===== config.mk =====
export PLATFORM = sky130hd
export DESIGN_NAME = ctrl_pipeline_flat
export DESIGN_NICKNAME = d
export VERILOG_FILES = /design/src/rtl/ctrl_pipeline_pkg.sv /design/src/rtl/ctrl_pipeline_if.sv /design/src/rtl/ctrl_pipeline_hazard.sv /design/src/rtl/ctrl_pipeline.sv /design/src/flat_wrapper.sv
export SDC_FILE = /design/constraint.sdc
export NUM_CORES = 1
export LEC_CHECK = 0
export ABC_AREA = 0
export ABC_CLOCK_PERIOD_IN_PS = 1800
export BUFFER_PORTS_ARGS = -buffer_cell sky130_fd_sc_hd__buf_4
export CAP_MARGIN = 10
export CORE_MARGIN = 5
export CORE_UTILIZATION = 40
export DETAILED_ROUTE_END_ITERATION = 8
export HOLD_SLACK_MARGIN = 0.03
export PLACE_DENSITY = 0.71
export SYNTH_ARGS = -nofsm -noshare
export SYNTH_HDL_FRONTEND = slang
export SYNTH_SLANG_ARGS = --single-unit
export TNS_END_PERCENT = 50

===== constraint.sdc =====
create_clock -name clk -period 1.8 [get_ports clk]
set_input_delay 0.36 -clock clk [delete_from_list [all_inputs] [get_ports clk]]
set_output_delay 0.36 -clock clk [all_outputs]
set_load 0.02 [all_outputs]

===== src/rtl/ctrl_pipeline_pkg.sv =====
// Shared control-bundle types and forwarding-select encodings for the RV32I
// ID/EX -> EX/MEM -> MEM/WB control path.
package ctrl_pkg;

    localparam int CP_REG_W   = 5;
    localparam int CP_ALUOP_W = 2;

    typedef struct packed {
        logic                  branch;
        logic                  memread;
        logic                  memtoreg;
        logic                  memwrite;
        logic                  alusrc;
        logic                  regwrite;
        logic [CP_ALUOP_W-1:0] aluop;
    } ctrl_bundle_t;

    localparam ctrl_bundle_t CTRL_BUBBLE = '0;

    localparam logic [1:0] FWD_REG = 2'b00;
    localparam logic [1:0] FWD_MEM = 2'b10;
    localparam logic [1:0] FWD_WB  = 2'b01;

endpackage


===== src/rtl/ctrl_pipeline_if.sv =====
// Decoder-side inputs and per-stage control outputs of ctrl_pipeline.
// The slave modport is the pipeline's view; master is the driving side.
interface ctrl_pipeline_if #(
    parameter int REG_W   = 5,
    parameter int ALUOP_W = 2
);
    logic               id_valid;
    logic               id_branch, id_memread, id_memtoreg, id_memwrite, id_alusrc, id_regwrite;
    logic [ALUOP_W-1:0] id_aluop;
    logic [REG_W-1:0]   id_rs1, id_rs2, id_rd;
    logic               ex_zero;

    logic               stall, flush;
    logic               ex_valid, ex_branch, ex_memread, ex_memwrite, ex_alusrc, ex_regwrite, ex_memtoreg;
    logic [ALUOP_W-1:0] ex_aluop;
    logic [REG_W-1:0]   ex_rs1, ex_rs2, ex_rd;
    logic               mem_valid, mem_memread, mem_memwrite, mem_regwrite, mem_memtoreg;
    logic [REG_W-1:0]   mem_rd;
    logic               wb_valid, wb_regwrite, wb_memtoreg;
    logic [REG_W-1:0]   wb_rd;
    logic [1:0]         fwd_a, fwd_b;

    modport master (
        output id_valid, id_branch, id_memread, id_memtoreg, id_memwrite, id_alusrc, id_regwrite,
               id_aluop, id_rs1, id_rs2, id_rd, ex_zero,
        input  stall, flush,
               ex_valid, ex_branch, ex_memread, ex_memwrite, ex_alusrc, ex_regwrite, ex_memtoreg,
               ex_aluop, ex_rs1, ex_rs2, ex_rd,
               mem_valid, mem_memread, mem_memwrite, mem_regwrite, mem_memtoreg, mem_rd,
               wb_valid, wb_regwrite, wb_memtoreg, wb_rd, fwd_a, fwd_b
    );

    modport slave (
        input  id_valid, id_branch, id_memread, id_memtoreg, id_memwrite, id_alusrc, id_regwrite,
               id_aluop, id_rs1, id_rs2, id_rd, ex_zero,
        output stall, flush,
               ex_valid, ex_branch, ex_memread, ex_memwrite, ex_alusrc, ex_regwrite, ex_memtoreg,
               ex_aluop, ex_rs1, ex_rs2, ex_rd,
               mem_valid, mem_memread, mem_memwrite, mem_regwrite, mem_memtoreg, mem_rd,
               wb_valid, wb_regwrite, wb_memtoreg, wb_rd, fwd_a, fwd_b
    );
endinterface


===== src/rtl/ctrl_pipeline_hazard.sv =====
// Combinational hazard/forwarding logic: load-use stall, taken-branch flush,
// and EX operand selects. Zero latency; flush overrides stall.
module hazard_fwd_unit
    import ctrl_pkg::*;
#(
    parameter int REG_W = 5
) (
    input  logic             i_ex_valid,
    input  logic             i_ex_branch,
    input  logic             i_ex_memread,
    input  logic             i_ex_zero,
    input  logic [REG_W-1:0] i_ex_rd,
    input  logic [REG_W-1:0] i_ex_rs1,
    input  logic [REG_W-1:0] i_ex_rs2,
    input  logic             i_id_valid,
    input  logic [REG_W-1:0] i_id_rs1,
    input  logic [REG_W-1:0] i_id_rs2,
    input  logic             i_mem_valid,
    input  logic             i_mem_regwrite,
    input  logic [REG_W-1:0] i_mem_rd,
    input  logic             i_wb_valid,
    input  logic             i_wb_regwrite,
    input  logic [REG_W-1:0] i_wb_rd,
    output logic             o_stall,
    output logic             o_flush,
    output logic             o_load_use,
    output logic [1:0]       o_fwd_a,
    output logic [1:0]       o_fwd_b
);

    logic w_mem_wr, w_wb_wr;

    // x0 is hardwired zero, so a write to it is never a forwarding source.
    assign w_mem_wr = i_mem_valid & i_mem_regwrite & (i_mem_rd != '0);
    assign w_wb_wr  = i_wb_valid & i_wb_regwrite & (i_wb_rd != '0);

    function automatic logic [1:0] fwd_sel(input logic [REG_W-1:0] rs,
                                           input logic mem_wr, input logic [REG_W-1:0] mem_rd,
                                           input logic wb_wr,  input logic [REG_W-1:0] wb_rd);
        if (mem_wr && mem_rd == rs)
            return FWD_MEM;
        else if (wb_wr && wb_rd == rs)
            return FWD_WB;
        else
            return FWD_REG;
    endfunction

    always_comb begin
        o_flush    = i_ex_valid & i_ex_branch & i_ex_zero;
        o_load_use = i_ex_valid & i_ex_memread & (i_ex_rd != '0) & i_id_valid &
                     ((i_ex_rd == i_id_rs1) | (i_ex_rd == i_id_rs2));
        o_stall    = o_load_use & ~o_flush;
        o_fwd_a    = fwd_sel(i_ex_rs1, w_mem_wr, i_mem_rd, w_wb_wr, i_wb_rd);
        o_fwd_b    = fwd_sel(i_ex_rs2, w_mem_wr, i_mem_rd, w_wb_wr, i_wb_rd);
    end

endmodule


===== src/rtl/ctrl_pipeline.sv =====
// Carries decoder control through ID/EX, EX/MEM, MEM/WB (EX +1, MEM +2, WB +3 cycles).
// ID/EX bubbles on load-use or taken branch; EX/MEM and MEM/WB always advance.
module ctrl_pipeline
    import ctrl_pkg::*;
#(
    parameter int REG_W   = CP_REG_W,
    parameter int ALUOP_W = CP_ALUOP_W
) (
    input  logic           clk,
    input  logic           reset,
    ctrl_pipeline_if.slave bus
);

    ctrl_bundle_t     w_id_ctrl;
    logic             w_stall, w_flush, w_load_use, w_bubble;
    logic [1:0]       w_fwd_a, w_fwd_b;

    logic             r_ex_valid;
    ctrl_bundle_t     r_ex_ctrl;
    logic [REG_W-1:0] r_ex_rs1, r_ex_rs2, r_ex_rd;

    logic             r_mem_valid, r_mem_memread, r_mem_memwrite, r_mem_regwrite, r_mem_memtoreg;
    logic [REG_W-1:0] r_mem_rd;

    logic             r_wb_valid, r_wb_regwrite, r_wb_memtoreg;
    logic [REG_W-1:0] r_wb_rd;

    // memtoreg is a don't-care from the decoder when nothing is written back.
    always_comb begin
        w_id_ctrl          = CTRL_BUBBLE;
        w_id_ctrl.branch   = bus.id_branch;
        w_id_ctrl.memread  = bus.id_memread;
        w_id_ctrl.memtoreg = bus.id_memtoreg & bus.id_regwrite;
        w_id_ctrl.memwrite = bus.id_memwrite;
        w_id_ctrl.alusrc   = bus.id_alusrc;
        w_id_ctrl.regwrite = bus.id_regwrite;
        w_id_ctrl.aluop    = CP_ALUOP_W'(bus.id_aluop);
    end

    assign w_bubble = w_flush | w_load_use | ~bus.id_valid;

    hazard_fwd_unit #(.REG_W(REG_W)) u_hazard (
        .i_ex_valid     (r_ex_valid),
        .i_ex_branch    (r_ex_ctrl.branch),
        .i_ex_memread   (r_ex_ctrl.memread),
        .i_ex_zero      (bus.ex_zero),
        .i_ex_rd        (r_ex_rd),
        .i_ex_rs1       (r_ex_rs1),
        .i_ex_rs2       (r_ex_rs2),
        .i_id_valid     (bus.id_valid),
        .i_id_rs1       (bus.id_rs1),
        .i_id_rs2       (bus.id_rs2),
        .i_mem_valid    (r_mem_valid),
        .i_mem_regwrite (r_mem_regwrite),
        .i_mem_rd       (r_mem_rd),
        .i_wb_valid     (r_wb_valid),
        .i_wb_regwrite  (r_wb_regwrite),
        .i_wb_rd        (r_wb_rd),
        .o_stall        (w_stall),
        .o_flush        (w_flush),
        .o_load_use     (w_load_use),
        .o_fwd_a        (w_fwd_a),
        .o_fwd_b        (w_fwd_b)
    );

    always_ff @(posedge clk) begin
        if (reset || w_bubble) begin
            r_ex_valid <= 1'b0;
            r_ex_ctrl  <= CTRL_BUBBLE;
            r_ex_rs1   <= '0;
            r_ex_rs2   <= '0;
            r_ex_rd    <= '0;
        end else begin
            r_ex_valid <= 1'b1;
            r_ex_ctrl  <= w_id_ctrl;
            r_ex_rs1   <= bus.id_rs1;
            r_ex_rs2   <= bus.id_rs2;
            r_ex_rd    <= bus.id_rd;
        end
    end

    always_ff @(posedge clk) begin
        if (reset) begin
            r_mem_valid    <= 1'b0;
            r_mem_memread  <= 1'b0;
            r_mem_memwrite <= 1'b0;
            r_mem_regwrite <= 1'b0;
            r_mem_memtoreg <= 1'b0;
            r_mem_rd       <= '0;
        end else begin
            r_mem_valid    <= r_ex_valid;
            r_mem_memread  <= r_ex_ctrl.memread;
            r_mem_memwrite <= r_ex_ctrl.memwrite;
            r_mem_regwrite <= r_ex_ctrl.regwrite;
            r_mem_memtoreg <= r_ex_ctrl.memtoreg;
            r_mem_rd       <= r_ex_rd;
        end
    end

    always_ff @(posedge clk) begin
        if (reset) begin
            r_wb_valid    <= 1'b0;
            r_wb_regwrite <= 1'b0;
            r_wb_memtoreg <= 1'b0;
            r_wb_rd       <= '0;
        end else begin
            r_wb_valid    <= r_mem_valid;
            r_wb_regwrite <= r_mem_regwrite;
            r_wb_memtoreg <= r_mem_memtoreg;
            r_wb_rd       <= r_mem_rd;
        end
    end

    assign bus.stall        = w_stall;
    assign bus.flush        = w_flush;
    assign bus.fwd_a        = w_fwd_a;
    assign bus.fwd_b        = w_fwd_b;

    assign bus.ex_valid     = r_ex_valid;
    assign bus.ex_branch    = r_ex_ctrl.branch;
    assign bus.ex_memread   = r_ex_ctrl.memread;
    assign bus.ex_memwrite  = r_ex_ctrl.memwrite;
    assign bus.ex_alusrc    = r_ex_ctrl.alusrc;
    assign bus.ex_regwrite  = r_ex_ctrl.regwrite;
    assign bus.ex_memtoreg  = r_ex_ctrl.memtoreg;
    assign bus.ex_aluop     = ALUOP_W'(r_ex_ctrl.aluop);
    assign bus.ex_rs1       = r_ex_rs1;
    assign bus.ex_rs2       = r_ex_rs2;
    assign bus.ex_rd        = r_ex_rd;

    assign bus.mem_valid    = r_mem_valid;
    assign bus.mem_memread  = r_mem_memread;
    assign bus.mem_memwrite = r_mem_memwrite;
    assign bus.mem_regwrite = r_mem_regwrite;
    assign bus.mem_memtoreg = r_mem_memtoreg;
    assign bus.mem_rd       = r_mem_rd;

    assign bus.wb_valid     = r_wb_valid;
    assign bus.wb_regwrite  = r_wb_regwrite;
    assign bus.wb_memtoreg  = r_wb_memtoreg;
    assign bus.wb_rd        = r_wb_rd;

endmodule


===== src/flat_wrapper.sv =====
// flat-port wrapper written by rule: the top's interface ports become plain ports
module ctrl_pipeline_flat import ctrl_pkg::*;
#(
    parameter int REG_W   = CP_REG_W,
    parameter int ALUOP_W = CP_ALUOP_W
)
  (clk, reset, bus_id_valid, bus_id_branch, bus_id_memread, bus_id_memtoreg, bus_id_memwrite, bus_id_alusrc, bus_id_regwrite, bus_id_aluop, bus_id_rs1, bus_id_rs2, bus_id_rd, bus_ex_zero, bus_stall, bus_flush, bus_ex_valid, bus_ex_branch, bus_ex_memread, bus_ex_memwrite, bus_ex_alusrc, bus_ex_regwrite, bus_ex_memtoreg, bus_ex_aluop, bus_ex_rs1, bus_ex_rs2, bus_ex_rd, bus_mem_valid, bus_mem_memread, bus_mem_memwrite, bus_mem_regwrite, bus_mem_memtoreg, bus_mem_rd, bus_wb_valid, bus_wb_regwrite, bus_wb_memtoreg, bus_wb_rd, bus_fwd_a, bus_fwd_b);
  ctrl_pipeline_if #(.REG_W(REG_W), .ALUOP_W(ALUOP_W)) bus_i ();
  input  logic clk;
  input  logic reset;
  input wire logic [$bits(bus_i.id_valid)-1:0] bus_id_valid;
  input wire logic [$bits(bus_i.id_branch)-1:0] bus_id_branch;
  input wire logic [$bits(bus_i.id_memread)-1:0] bus_id_memread;
  input wire logic [$bits(bus_i.id_memtoreg)-1:0] bus_id_memtoreg;
  input wire logic [$bits(bus_i.id_memwrite)-1:0] bus_id_memwrite;
  input wire logic [$bits(bus_i.id_alusrc)-1:0] bus_id_alusrc;
  input wire logic [$bits(bus_i.id_regwrite)-1:0] bus_id_regwrite;
  input wire logic [$bits(bus_i.id_aluop)-1:0] bus_id_aluop;
  input wire logic [$bits(bus_i.id_rs1)-1:0] bus_id_rs1;
  input wire logic [$bits(bus_i.id_rs2)-1:0] bus_id_rs2;
  input wire logic [$bits(bus_i.id_rd)-1:0] bus_id_rd;
  input wire logic [$bits(bus_i.ex_zero)-1:0] bus_ex_zero;
  output wire logic [$bits(bus_i.stall)-1:0] bus_stall;
  output wire logic [$bits(bus_i.flush)-1:0] bus_flush;
  output wire logic [$bits(bus_i.ex_valid)-1:0] bus_ex_valid;
  output wire logic [$bits(bus_i.ex_branch)-1:0] bus_ex_branch;
  output wire logic [$bits(bus_i.ex_memread)-1:0] bus_ex_memread;
  output wire logic [$bits(bus_i.ex_memwrite)-1:0] bus_ex_memwrite;
  output wire logic [$bits(bus_i.ex_alusrc)-1:0] bus_ex_alusrc;
  output wire logic [$bits(bus_i.ex_regwrite)-1:0] bus_ex_regwrite;
  output wire logic [$bits(bus_i.ex_memtoreg)-1:0] bus_ex_memtoreg;
  output wire logic [$bits(bus_i.ex_aluop)-1:0] bus_ex_aluop;
  output wire logic [$bits(bus_i.ex_rs1)-1:0] bus_ex_rs1;
  output wire logic [$bits(bus_i.ex_rs2)-1:0] bus_ex_rs2;
  output wire logic [$bits(bus_i.ex_rd)-1:0] bus_ex_rd;
  output wire logic [$bits(bus_i.mem_valid)-1:0] bus_mem_valid;
  output wire logic [$bits(bus_i.mem_memread)-1:0] bus_mem_memread;
  output wire logic [$bits(bus_i.mem_memwrite)-1:0] bus_mem_memwrite;
  output wire logic [$bits(bus_i.mem_regwrite)-1:0] bus_mem_regwrite;
  output wire logic [$bits(bus_i.mem_memtoreg)-1:0] bus_mem_memtoreg;
  output wire logic [$bits(bus_i.mem_rd)-1:0] bus_mem_rd;
  output wire logic [$bits(bus_i.wb_valid)-1:0] bus_wb_valid;
  output wire logic [$bits(bus_i.wb_regwrite)-1:0] bus_wb_regwrite;
  output wire logic [$bits(bus_i.wb_memtoreg)-1:0] bus_wb_memtoreg;
  output wire logic [$bits(bus_i.wb_rd)-1:0] bus_wb_rd;
  output wire logic [$bits(bus_i.fwd_a)-1:0] bus_fwd_a;
  output wire logic [$bits(bus_i.fwd_b)-1:0] bus_fwd_b;
  assign bus_i.id_valid = bus_id_valid;
  assign bus_i.id_branch = bus_id_branch;
  assign bus_i.id_memread = bus_id_memread;
  assign bus_i.id_memtoreg = bus_id_memtoreg;
  assign bus_i.id_memwrite = bus_id_memwrite;
  assign bus_i.id_alusrc = bus_id_alusrc;
  assign bus_i.id_regwrite = bus_id_regwrite;
  assign bus_i.id_aluop = bus_id_aluop;
  assign bus_i.id_rs1 = bus_id_rs1;
  assign bus_i.id_rs2 = bus_id_rs2;
  assign bus_i.id_rd = bus_id_rd;
  assign bus_i.ex_zero = bus_ex_zero;
  assign bus_stall = bus_i.stall;
  assign bus_flush = bus_i.flush;
  assign bus_ex_valid = bus_i.ex_valid;
  assign bus_ex_branch = bus_i.ex_branch;
  assign bus_ex_memread = bus_i.ex_memread;
  assign bus_ex_memwrite = bus_i.ex_memwrite;
  assign bus_ex_alusrc = bus_i.ex_alusrc;
  assign bus_ex_regwrite = bus_i.ex_regwrite;
  assign bus_ex_memtoreg = bus_i.ex_memtoreg;
  assign bus_ex_aluop = bus_i.ex_aluop;
  assign bus_ex_rs1 = bus_i.ex_rs1;
  assign bus_ex_rs2 = bus_i.ex_rs2;
  assign bus_ex_rd = bus_i.ex_rd;
  assign bus_mem_valid = bus_i.mem_valid;
  assign bus_mem_memread = bus_i.mem_memread;
  assign bus_mem_memwrite = bus_i.mem_memwrite;
  assign bus_mem_regwrite = bus_i.mem_regwrite;
  assign bus_mem_memtoreg = bus_i.mem_memtoreg;
  assign bus_mem_rd = bus_i.mem_rd;
  assign bus_wb_valid = bus_i.wb_valid;
  assign bus_wb_regwrite = bus_i.wb_regwrite;
  assign bus_wb_memtoreg = bus_i.wb_memtoreg;
  assign bus_wb_rd = bus_i.wb_rd;
  assign bus_fwd_a = bus_i.fwd_a;
  assign bus_fwd_b = bus_i.fwd_b;
  ctrl_pipeline #(.REG_W(REG_W), .ALUOP_W(ALUOP_W)) u_core (.clk(clk), .reset(reset), .bus(bus_i));
endmodule

[Word-level counts from Yosys, hierarchy flattened]
Cells that the tools add are included.
Word-level totals
  bits in registers: 42
  bits in latches: 0
  memory bits (writable): 0
  memory bits (read-only): 0
  input port bits: 27
  output and inout bits: 48
  word-level logic and storage cells: 57
  memories: 0
Cells by class
  add/subtract/negate cells: 0
  multipliers: 0
  divide/modulo/power cells: 0
  order comparisons: 0
  eq/ne operators: 6
  shifts and indexed selects: 0
  muxes and demuxes: 5
  bitwise gates (word level): 17
  reductions and logical operators: 8
Operators by type and width (count)
  $eq 5x5->1: 6
  $reduce_bool 5->1: 3
  $and 1x1->1: 12
  $logic_and 1x1->1: 4
  $mux 2: 2
  $mux 1: 3
  $or 1x1->1: 3
  $not 1->1: 2
  $logic_or 1x1->1: 1

[Depth between registers and ports, before layout]
Gate-level depths: netlist of the first run.
  depth after elaboration: 8
  depth in mapped cells: 6
  gate-level depth less buffers: 5

[By module]
From an unflattened synthesis of the first run, not the netlist that was laid out.
Unflattened totals
  cell total of the unflattened synthesis: 141
  area, all modules: 1607.8 um^2
Modules (own cells, without submodules)
  ctrl_pipeline: times used 1, cells an instance 87, area each 1183.6 um^2, seq. area each 840.8 um^2
  hazard_fwd_unit: times used 1, cells an instance 54, area each 424.2 um^2, seq. area each 0.0 um^2

[Least setup slack after synthesis of the first run]
Ideal clock, no wire load.
  kind: reg-to-output
  from: register u_core.r_mem_rd[1] (netlist: u_core.bus.mem_rd[1])
  to: output port bus_fwd_a[0]
  arrival time: 2.037 ns
  required time: 1.440 ns
  path slack: -0.597 ns
  cell stages (with the launch flop): 5
  buffers on the path: 0
  path through: dfxtp_1 > or4_1 > o211ai_1 > nor4_1 > nor4_1
Between the ends
  word-level cells in the longest chain between the ends: 4
  elaborated cells on any way between the ends: 5
Ends and longest elaborated chain
  start: declaration: line ctrl_pipeline.sv:23  | logic [REG_W-1:0] r_mem_rd;
  start signal: assignment: line ctrl_pipeline.sv:96  | r_mem_rd <= r_ex_rd;
  $reduce_bool 5->1: line ctrl_pipeline_hazard.sv:34  | assign w_mem_wr = i_mem_valid & i_mem_regwrite & (i_mem_rd != '0);
  $and 1x1->1: line ctrl_pipeline_hazard.sv:34
  $logic_and 1x1->1 (*): line ctrl_pipeline_hazard.sv:40  | if (mem_wr && mem_rd == rs)
  $mux 2 (*): line ctrl_pipeline_hazard.sv:40
  end: declaration: line flat_wrapper.sv:46  | output wire logic [$bits(bus_i.fwd_a)-1:0] bus_fwd_a;
Every way passes the cells marked *; elsewhere a longest branch is shown, timed or not.

[Worst setup path after layout of the first run]
  from: register u_core.r_wb_rd[1] (netlist: u_core.bus.wb_rd[1])
  to: output port bus_fwd_a[0]
Between the ends
  word-level cells in the longest chain between the ends: 5
  elaborated cells on any way between the ends: 6
Ends and longest elaborated chain
  start: declaration: line ctrl_pipeline.sv:26  | logic [REG_W-1:0] r_wb_rd;
  start signal: assignment: line ctrl_pipeline.sv:110  | r_wb_rd <= r_mem_rd;
  $reduce_bool 5->1: line ctrl_pipeline_hazard.sv:35  | assign w_wb_wr = i_wb_valid & i_wb_regwrite & (i_wb_rd != '0);
  $and 1x1->1: line ctrl_pipeline_hazard.sv:35
  $logic_and 1x1->1 (*): line ctrl_pipeline_hazard.sv:42  | else if (wb_wr && wb_rd == rs)
  $mux 1 (*): line ctrl_pipeline_hazard.sv:42
  $mux 2 (*): line ctrl_pipeline_hazard.sv:40
Marked as above.

==> flow_metrics.tcl, run 1 <==
set metrics [dict create \
    dieWidth_um 72.46 \
    syn-num-nets 169 \
    tritoncts.num_buffers 5 \
    drc 0 \
    setup-violations-final 5 \
    whs_path_depth 2 \
    root_buffer "clkbuf_8" \
    area_growth_pct 59.10 \
    n_antenna_cell 0 \
    vias 1302 \
    syn_avg_cell_area_um2 10.99 \
    row_count 22 \
    grt_use_total_pct 15.61 \
    die_h_um 72.46 \
    ios 75 \
    max_freq_ghz 0.4519 \
    ys_warn_count 0 \
    initial_core_util_pct 41.99 \
    nNetsFinal 267 \
    layout_setup_ws_ns -0.4129 \
    synth_edf_count 0 \
    regArea_um2 853.3 \
    grt_pass1_vias 1357 \
    antenna_found_initial 0 \
    async_flop_share_pct 0 \
    wl_per_cell_um 13.45 \
    endpoint_kind "output pin" \
    via_per_inst 4.505 \
    crit_type "reg2out" \
    cp_top_family "simple AND/OR/NAND/NOR gates" \
    critical_path_buf_inv_count 2 \
    ir_drop_mv 0.6910 \
    synth_common_cells "42 x dfxtp_1, 22 x and2_1, 18 x nor2b_1" \
    skew_ns 0.005410 \
    synthCells 142 \
    drive_above_1_share_pct 50.21 \
    hold_class "in2reg" \
    yosys-top-cells-area "dfxtp_1 54%, xnor2_1 9.0%, and2_1 8.8%" \
    slowest_stage "or4_4" \
    cp.required_ns 1.44 \
    drt-initial-drc-count 17 \
    clk_path_buf_depth 2 \
    postRouteWirelength_um 3888 \
    nFillCells 308 \
    whs_ns 0.2652 \
    worstSetupStartpointType "flip-flop" \
    leakage_nw 1.205 \
    p_per_area_mw_per_mm2 787.6 \
    crit_fanout 3 \
    period_needed_ns 2.213 \
    drv_cap 0 \
    synth.distinct_cells 19 \
    multi_input_area_um2 743.2 \
    grt_pass1_wl_um 6279 \
    yosys.area.top_type "dfxtp_1" \
    slew_headroom_pct 73.24 \
    outcome "finished, violations left" \
    insertion_delay_ns 0.29 \
    clkTransAtPathRegs_ns 0.07 \
    ys.flop_type "dfxtp_1" \
    crit_cells 5 \
    ff2ff_path_depth 5 \
    coreArea_mm2 0.003716 \
    port_buffers 74 \
    synth-seq-cells 42 \
    rsz0062_at_grt "yes" \
    synth.cell_area_mm2 0.001560 \
    firstDrtPassIters 2 \
    synth_top_area_share_pct 53.89 \
    dp_hpwl_um 3151 \
    grt_max_degree 20 \
    ant_nets 0 \
    htreeDepth 2 \
    tightest_slew_ns 0.3980 \
    crit_chain "buf_6 -> xor2_1 -> or4_4 -> nor4_4 -> buf_4" \
    die_area_mm2 0.005250 \
    slew_violations 0 \
    regToRegSetupSlack_ns 0.24 \
    yosysSeqAreaShare_pct 53.89 \
    placed_area_mm2 0.002332 \
    hold_viol_final 0 \
    fin_crit_sh_pct 122.9 \
    arrival_ns 1.85 \
    tritoncts "done" \
    violations "negative setup slack" \
    clock-sinks 42 \
    max_stage_delay_ns 0.55 \
    yosysMostFrequentCell "dfxtp_1" \
    grt_overflow_total 0 \
    final_cell_area_mm2 0.002482 \
    gp_congestion 0.8268 \
    hold_buffers 0 \
]
worst paths after layout:
| path | endpoint | startpoint |
|---|---|---|
| worst max register to register | u_core.bus.ex_memtoreg | u_core.bus.ex_rd[0] |
| worst min register to register | u_core.bus.mem_memtoreg | u_core.bus.ex_memtoreg |
| worst max-delay path | bus_fwd_a[0] | u_core.bus.wb_rd[1] |
| worst min-delay path | u_core.bus.ex_rd[0] | bus_id_rd[0] |
timing repair:
item                                    CTS  global route
endpoints found under the setup margin    5             5
pin swaps                                 4             1
buffers inserted                          2             0
resized for setup                         8             3
state kept, by name, summed over array words and instances (netlist names), 2 cells and up:
register and cells:
u_core.bus.ex_aluop 2, u_core.bus.ex_rd 5, u_core.bus.ex_rs1 5, u_core.bus.ex_rs2 5
u_core.bus.mem_rd 5, u_core.bus.wb_rd 5
per-layer routing:
layer,part of all wire [%],GRT usage (%),vias to the layer above
li1,-,-,654
met1,39,16.78,589
met2,48,26.59,55
met3,11,7.202,4
met4,1.5,6.148,0
met5,0,0,-
power by group:
part	total, mW	switching, mW	internal (mW)
logic	0.259	0.118	0.141
registers	0.990	0.0281	0.961
clock network	0.707	0.299	0.408
total	1.96	0.445	1.51
layout make-up:
cell class | count | area share, %
inverters | 1 | 0.1512
flip-flops and latches | 42 | 34.37
well taps | 48 | 2.419
clock inverters | 3 | 1.613
repair buffers | 94 | 28.73
multi-input cells | 96 | 29.94
clock buffers | 5 | 2.772
cell usage in the layout (no fill, tap or decap), types with 3 or more instances in the layout:
cell / instances
and2_1: 22
buf_4: 92
clkbuf_8: 5
dfxtp_1: 32
dfxtp_2: 10
nand2_1: 3
nand3_1: 5
nor2b_1: 18
or4_4: 3
xnor2_1: 16
xor2_1: 14
cell families (layout without fill, tap and decap cells):
family,Yosys count,after routing,synth area share (%)
AND/OR/NAND/NOR,61,61,23.50
flip-flops,42,42,53.89
XOR/XNOR,30,30,16.84
AO/OA/AOI/OAI,5,5,3.849
buffers and inverters,4,103,1.924
worst reg2reg max path: stages, from the launching register on:
cell and delay [ns]:
dfxtp_2 0.35, nor3_1 0.21, a21oi_1 0.14, a2111oi_4 0.38, buf_4 0.26, and3_1 0.17
metrics by stage:
step | utilization [%] | setup WS (ns) | TNS, ns | total power, mW | cells
6_report | 66.80 | -0.4129 | -1.345 | 1.955 | 289
3_3_place_gp | 62.76 | -0.1088 | -0.2103 | 1.263 | 279
5_1_grt | 66.80 | -0.4934 | -1.836 | 2.045 | 289
4_1_cts | 66.57 | -0.4455 | -1.431 | 1.976 | 289
3_5_place_dp | 62.76 | -0.1718 | -0.3386 | 1.268 | 279
2_1_floorplan | - | -0.1772 | -0.3754 | 1.134 | 142
Note: power is estimated with default switching activity, not from simulation.
==> run 2, diff against run 1 <==
- ABC_CLOCK_PERIOD_IN_PS: 1800 -> 2610
- clock period: 1.8 -> 2.61 ns (I/O delays scaled with it)
==> run 2 against run 1 <==
  * The run now ends clean
  * Clock-buffer cell count rose by 2
  * Combinational power fell by 39%
  * Design area fell by 9.4%
  * Global-route usage fell by 0.91 points
  * Sequential power fell by 31%
  * Sequential share of layout area rose by 3.1 points
  * Wire length fell by 4.5%
  * Register-to-register slack improved by 0.63 ns
  * Non-clock buffer count fell by 19
  * Utilization fell by 6.3 points
  * Critical path type unchanged
  * Critical endpoint is now bus_fwd_b[0]
  * Largest cell class unchanged
==> flow_metrics.tcl, run 2 (synthesized netlist as in run 1, its figures left out) <==
set metrics [dict create \
    hold_viol_final 0 \
    row_count 22 \
    grt_use_total_pct 14.71 \
    rsz0062_at_grt "yes" \
    crit_type "reg2out" \
    port_buffers 74 \
    arrival_ns 1.95 \
    ir_drop_mv 0.4029 \
    via_per_inst 4.596 \
    final_cell_mix "75 x buf_4, 41 x dfxtp_1, 22 x and2_1" \
    die_h_um 72.46 \
    layout_setup_ws_ns 0.1339 \
    initial_core_util_pct 41.99 \
    tritoncts.num_buffers 5 \
    dieWidth_um 72.46 \
    period_needed_ns 2.476 \
    pre_cts_slack_ns 0.4225 \
    final_common_cell "buf_4" \
    ios 75 \
    leakage_nw 1.084 \
    fin_util_pct 60.54 \
    tritoncts "done" \
    drt-initial-drc-count 46 \
    worstSetupStartpointType "flip-flop" \
    drc 0 \
    crit_fanout 4 \
    coreArea_mm2 0.003716 \
    wl_per_cell_um 13.75 \
    ant_nets 0 \
    endpoint_kind "output pin" \
    cp.required_ns 2.09 \
    cpMostUsedCell "or4_1" \
    slowest_stage "or4_1" \
    hold_buffers 0 \
    p_per_area_mw_per_mm2 556.2 \
    grt_pass1_vias 1200 \
    dp_hpwl_um 3038 \
    drv_cap 0 \
    max_stage_delay_ns 0.56 \
    grt_max_degree 20 \
    clkTransAtPathRegs_ns 0.07 \
    htreeDepth 2 \
    area_growth_pct 44.19 \
    drive_above_1_share_pct 38.29 \
    vias 1241 \
    critical_path_buf_inv_count 1 \
    slew_headroom_pct 70.66 \
    cp_top_family "simple AND/OR/NAND/NOR gates" \
    firstDrtPassIters 4 \
    antenna_found_initial 0 \
    skew_ns 0.002368 \
    nNetsFinal 248 \
    tns_ns 0 \
    crit_chain "or4_1 -> o211ai_1 -> or4_1 -> nor4_1 -> buf_4" \
    root_buffer "clkbuf_8" \
    insertion_delay_ns 0.28 \
    max_freq_ghz 0.4039 \
    grt_overflow_total 0 \
    nFillCells 335 \
    fin_crit_sh_pct 94.87 \
    die_area_mm2 0.005250 \
    hold_class "in2reg" \
    n_antenna_cell 0 \
    grt_pass1_wl_um 5768 \
    clock-sinks 42 \
    slew_violations 0 \
    postRouteWirelength_um 3713 \
    clk_path_buf_depth 2 \
    setup-violations-final 0 \
    tightest_slew_ns 0.4361 \
    outcome "finished clean" \
    gp_congestion 0.9598 \
]
[run 2: worst paths after layout]
check,start,end,slack (ns),cells past startpoint
hold reg to reg,u_core.bus.ex_memtoreg,u_core.bus.mem_memtoreg,0.46,1
setup / recovery,u_core.bus.wb_rd[1],bus_fwd_b[0],0.13,5
hold / removal,bus_id_rd[3],u_core.bus.ex_rd[3],0.43,2
setup reg to reg,u_core.bus.ex_rd[0],u_core.bus.ex_rs1[3],0.87,5
[run 2: timing repair]
action	CTS	global route
endpoints found under the hold margin	0	0
buffers inserted	0	0
endpoints found under the setup margin	0	2
gates resized for setup	0	1
[run 2: where the power goes]
group | internal (mW) | switching [mW] | leakage, nW | total (mW)
Clock | 0.213 | 0.196 | 0.0482 | 0.409
Combinational | 0.0856 | 0.0715 | 0.692 | 0.157
Sequential | 0.662 | 0.0225 | 0.344 | 0.685
Total | 0.961 | 0.290 | 1.08 | 1.25
[run 2: metal layers]
layer	part of all wire, %	vias up	global-route usage [%]
li1	-	621	-
met1	42	556	17.08
met2	46	60	22.45
met3	11	4	7.064
met4	1.5	0	7.582
met5	0	-	0
[run 2: cell type report]
| type | instances | area [um^2] | area share [%] |
|---|---|---|---|
| timing repair buffer | 75 | 563.0 | 25.03 |
| sequential | 42 | 842.1 | 37.43 |
| tap | 48 | 60.06 | 2.670 |
| multi-input combinational | 96 | 689.4 | 30.65 |
| inverter | 1 | 3.754 | 0.1669 |
| clock buffer | 7 | 86.33 | 3.838 |
| clock inverter | 1 | 5.005 | 0.2225 |
[run 2: stage by stage]
step / total power [mW] / cells / area [um^2] / hold slack, ns
floorplan: 0.7783 / 142 / 1560 / 0.5421
global placement: 0.8584 / 262 / 2157 / 0.4438
detailed placement: 0.8595 / 262 / 2157 / 0.4549
CTS: 1.278 / 270 / 2248 / 0.4185
global route: 1.317 / 270 / 2250 / 0.4108
finish: 1.251 / 270 / 2250 / 0.4348
